### src/rtl/nv_nvdla_ssync_bank.sv
// Multi-channel level synchroniser into the o_clk domain with registered rise/fall/change pulses.
// Optional per-channel stability filter compiled in by defining NVDLA_SSYNC_FILTER_EN.
module nv_nvdla_ssync_bank #(
    parameter int unsigned       WIDTH    = 1,
    parameter int unsigned       STAGES   = 3,
    parameter logic [WIDTH-1:0]  RST_VAL  = '0,
    parameter int unsigned       FILT_CYC = 4
) (
    input  logic             o_clk,
    input  logic             o_rst,
    input  logic [WIDTH-1:0] sync_i,
    output logic [WIDTH-1:0] sync_o,
    output logic [WIDTH-1:0] rise_o,
    output logic [WIDTH-1:0] fall_o,
    output logic             chg_o
);

    if (WIDTH < 1 || WIDTH > 32) begin : g_bad_width
        $error("nv_nvdla_ssync_bank: WIDTH must be 1..32");
    end
    if (STAGES < 2 || STAGES > 4) begin : g_bad_stages
        $error("nv_nvdla_ssync_bank: STAGES must be 2..4");
    end
    if (FILT_CYC < 1 || FILT_CYC > 255) begin : g_bad_filt
        $error("nv_nvdla_ssync_bank: FILT_CYC must be 1..255");
    end

    logic [WIDTH-1:0] stage_q [STAGES];
    logic [WIDTH-1:0] s;
    logic [WIDTH-1:0] sync_d;
    logic [WIDTH-1:0] rise_q;
    logic [WIDTH-1:0] fall_q;
    logic             chg_q;

    always_ff @(posedge o_clk or posedge o_rst) begin
        if (o_rst) begin
            for (int unsigned k = 0; k < STAGES; k++) begin
                stage_q[k] <= RST_VAL;
            end
        end else begin
            stage_q[0] <= sync_i;
            for (int unsigned k = 1; k < STAGES; k++) begin
                stage_q[k] <= stage_q[k-1];
            end
        end
    end

    assign s = stage_q[STAGES-1];

`ifdef NVDLA_SSYNC_FILTER_EN
    localparam int unsigned    CW       = $clog2(FILT_CYC + 1);
    localparam logic [CW-1:0]  CNT_LAST = CW'(FILT_CYC - 1);

    logic [CW-1:0]    cnt_q [WIDTH];
    logic [CW-1:0]    cnt_d [WIDTH];
    logic [WIDTH-1:0] sync_q;

    // A channel only adopts the chain value after FILT_CYC consecutive cycles of disagreement.
    always_comb begin
        sync_d = sync_q;
        for (int unsigned n = 0; n < WIDTH; n++) begin
            cnt_d[n] = '0;
            if (s[n] == sync_q[n]) begin
                cnt_d[n] = '0;
            end else if (cnt_q[n] == CNT_LAST) begin
                sync_d[n] = s[n];
                cnt_d[n]  = '0;
            end else begin
                cnt_d[n] = cnt_q[n] + CW'(1);
            end
        end
    end

    always_ff @(posedge o_clk or posedge o_rst) begin
        if (o_rst) begin
            sync_q <= RST_VAL;
            for (int unsigned n = 0; n < WIDTH; n++) begin
                cnt_q[n] <= '0;
            end
        end else begin
            sync_q <= sync_d;
            for (int unsigned n = 0; n < WIDTH; n++) begin
                cnt_q[n] <= cnt_d[n];
            end
        end
    end

    assign sync_o = sync_q;
`else
    // The next value of the last stage is the stage before it, so pulses land with the change.
    assign sync_d = stage_q[STAGES-2];
    assign sync_o = s;
`endif

    always_ff @(posedge o_clk or posedge o_rst) begin
        if (o_rst) begin
            rise_q <= '0;
            fall_q <= '0;
            chg_q  <= 1'b0;
        end else begin
            rise_q <= ~sync_o & sync_d;
            fall_q <= sync_o & ~sync_d;
            chg_q  <= |(sync_o ^ sync_d);
        end
    end

    assign rise_o = rise_q;
    assign fall_o = fall_q;
    assign chg_o  = chg_q;

endmodule

### config.mk
export PLATFORM = sky130hd
export DESIGN_NAME = nv_nvdla_ssync_bank
export DESIGN_NICKNAME = d
export VERILOG_FILES = /design/src/rtl/nv_nvdla_ssync_bank.sv
export SDC_FILE = /design/constraint.sdc
export NUM_CORES = 1
export LEC_CHECK = 0
export CAP_MARGIN = 20
export CORE_AREA = 3 3 40 42
export DETAILED_ROUTE_END_ITERATION = 8
export DIE_AREA = 0 0 43 45
export HOLD_SLACK_MARGIN = 0.1
export SYNTH_ARGS = -nofsm -noshare
export SYNTH_HDL_FRONTEND = slang
export SYNTH_SLANG_ARGS = --single-unit
### constraint.sdc
create_clock -name o_clk -period 2.1 [get_ports o_clk]
set_input_delay 0.42 -clock o_clk [delete_from_list [all_inputs] [get_ports o_clk]]
set_output_delay 0.42 -clock o_clk [all_outputs]
set_load 0.01 [all_outputs]
==> summary.md <==
| Metric | Value |
|---|---|
| Status | `completed` |
| Post-cts sizing count | `0` |
| Worst slew pin tran | `221 ps` |
| Tot GR Track Use | `0.0436` |
| Part of the power in registers | `0.504` |
| Global-route wire length before repair | `489 um` |
| Max VDD drop | `0.313 mV` |
| Row Count | `13` |
| Die H | `45 um` |
| Nets | `28` |
| Worst Path Arrival | `1150 ps` |
| 1st-iter DRT viols | `4` |
| Buf+Inv Stages, Crit Path | `1` |
| Crit-path leading delay family | `buffers and inverters` |
| Max Root-Sink Buffers | `2` |
| CTS tree | `yes` |
| Num CTS Buffers | `3` |
| Net Count, Synth | `17` |
| Placer Congestion | `0.684` |
| Overflow after GRT | `0` |
| Worst-Skew Late Latency | `240 ps` |
| # setup viols final | `0` |
| Post-CTS Setup Inserts | `0` |
| Via density per instance | `3.08` |
| Setup TNS | `0 ps` |
| Fraction of layout cells with a size suffix above 1 | `0.143` |
| IO Pins | `7` |
| CTS sink count | `6` |
| Req. time, crit path | `1680 ps` |
| CP Max Fanout | `3` |
| Max-slew violation count | `0` |
| Drt first pass iters | `3` |
| Hold-fix buffers, CTS | `0` |
| Antenna Nets Post-Route | `0` |
| Minimum clock period | `1570 ps` |
| Ant diodes | `0` |
| DR WL/cell | `7.44 um` |
| Die area | `1940 um^2` |
| Sw Pwr | `0.0492 mW` |
| Final Skew | `0.698 ps` |
| Max_slew headroom | `0.853` |
| Sw Share | `0.197` |
| Syn avg cell area | `15.8 um^2` |
| P_int | `0.200 mW` |
| Register bit total from synthesis | `6` |
| RSZ-0062 raised after global routing | `no` |
| Worst path cell trace | `clkdlybuf4s50_1` |
| Slowest stage delay, CP | `550 ps` |
| Layout area overhead | `53.3%` |
| Register area share after synthesis | `0.789` |
| Part of the power in combinational logic | `0.086` |
| Htree depth | `1` |
| Commonest non-fill, non-tap cells in the layout | `dfrtp_1 (6), clkdlybuf4s50_1 (6), inv_1 (4), clkbuf_4 (3), ha_1 (2)` |
| Post-Syn Area | `190 um^2` |
| Slowest cell on the critical path | `clkdlybuf4s50_1` |
| Cells after synthesis | `12` |
| Fillers | `135` |
| Pwr dens | `855 nW/um^2` |
| Leak | `0.146 nW` |
| Min-Delay Path Class | `reg2reg` |
| Post-route DRC violation count | `0` |
| Initial Utilization | `0.148` |
| Vias in the first global route | `121` |
| Max Cap Viol | `0` |
| Final WL | `268 um` |
| Synth warnings | `0` |
| IO Port Bufs | `6` |
| Setup CP Type | `reg2out` |
| Placed instance area | `269 um^2` |
| CTS Root Cell | `clkbuf_4` |
| Clk network pwr share | `0.410` |
| Vias | `111` |
| Final hold vios | `0` |
| CP Capture Type | `primary output` |
| Initial antenna violation count | `0` |
| Post-synthesis cell type count | `3` |
| Clk pin slew, worst setup/hold paths | `40 ps` |
| CP startpoint kind | `flip-flop` |
| Fin crit share | `0.747` |
| Width of the die | `43 um` |
| Final instance area | `292 um^2` |
| Largest net degree at the start of global routing | `7` |
| Max Clk Rate | `638 MHz` |
| CORE AREA | `1280 um^2` |
==> flip-flops by register name, summed over array words and instances (netlist names) <==
signal   cells
chg_o        1
fall_o       1
rise_o       1
stage_q      1
sync_d       1
sync_o       1
==> layer usage <==
| metal | GRT usage | vias up | share of wire |
|---|---|---|---|
| met4 | 0.0181 | 0 | 0 |
| li1 | - | 53 | - |
| met2 | 0.0539 | 9 | 0.38 |
| met5 | 0 | - | 0 |
| met3 | 0.0598 | 0 | 0.20 |
| met1 | 0.0394 | 49 | 0.41 |
==> kinds of logic (layout without fill, tap and decap cells) <==
family                   count (synthesis)  in the layout  synth area share
adder cells (fa/ha/maj)                  2              2             0.132
buffers and inverters                    4             13            0.0789
flip-flops                               6              6             0.789
==> power by group through the flow <==
stage	clock (mW)	sequential [mW]	combinational, mW
floorplan	0	0.130	0.00456
global placement	0	0.127	0.0213
detailed placement	0	0.128	0.0217
CTS	0.107	0.126	0.0218
global route	0.118	0.127	0.0240
finish	0.102	0.126	0.0214
==> worst paths after layout <==
check	slack, ps	to	start	cells past startpoint
max	530	sync_o	sync_o	1
max in group asynchronous	1520	sync_d	o_rst	2
min in group asynchronous	400	fall_o	o_rst	2
min	360	sync_d	stage_q[2]	0
min reg2reg	360	sync_d	stage_q[2]	0
max reg2reg	1270	chg_o	sync_o	3
==> through the flow <==
| stage | util | total power [mW] | instances | hold slack, ps | setup WS, ps |
|---|---|---|---|---|---|
| 2_1_floorplan | - | 0.134 | 12 | 211 | 1260 |
| 3_3_place_gp | 0.209 | 0.148 | 33 | 334 | 801 |
| 3_5_place_dp | 0.209 | 0.149 | 33 | 351 | 779 |
| 4_1_cts | 0.227 | 0.255 | 36 | 361 | 518 |
| 5_1_grt | 0.227 | 0.268 | 36 | 368 | 480 |
| 6_report | 0.227 | 0.249 | 36 | 357 | 532 |
==> cell type report <==
type	instances	area (um^2)	area share
sequential	6	150	0.515
timing repair buffer	6	60.1	0.206
multi-input combinational	2	25.0	0.0858
clock buffer	3	22.5	0.0773
tap	15	18.8	0.0644
inverter	4	15.0	0.0515
==> Yosys cell counts <==
cell type,n,area share
ha_1,2,0.13
inv_1,4,0.079
dfrtp_1,6,0.79
No activity file was read; power rests on OpenSTA's default activity.
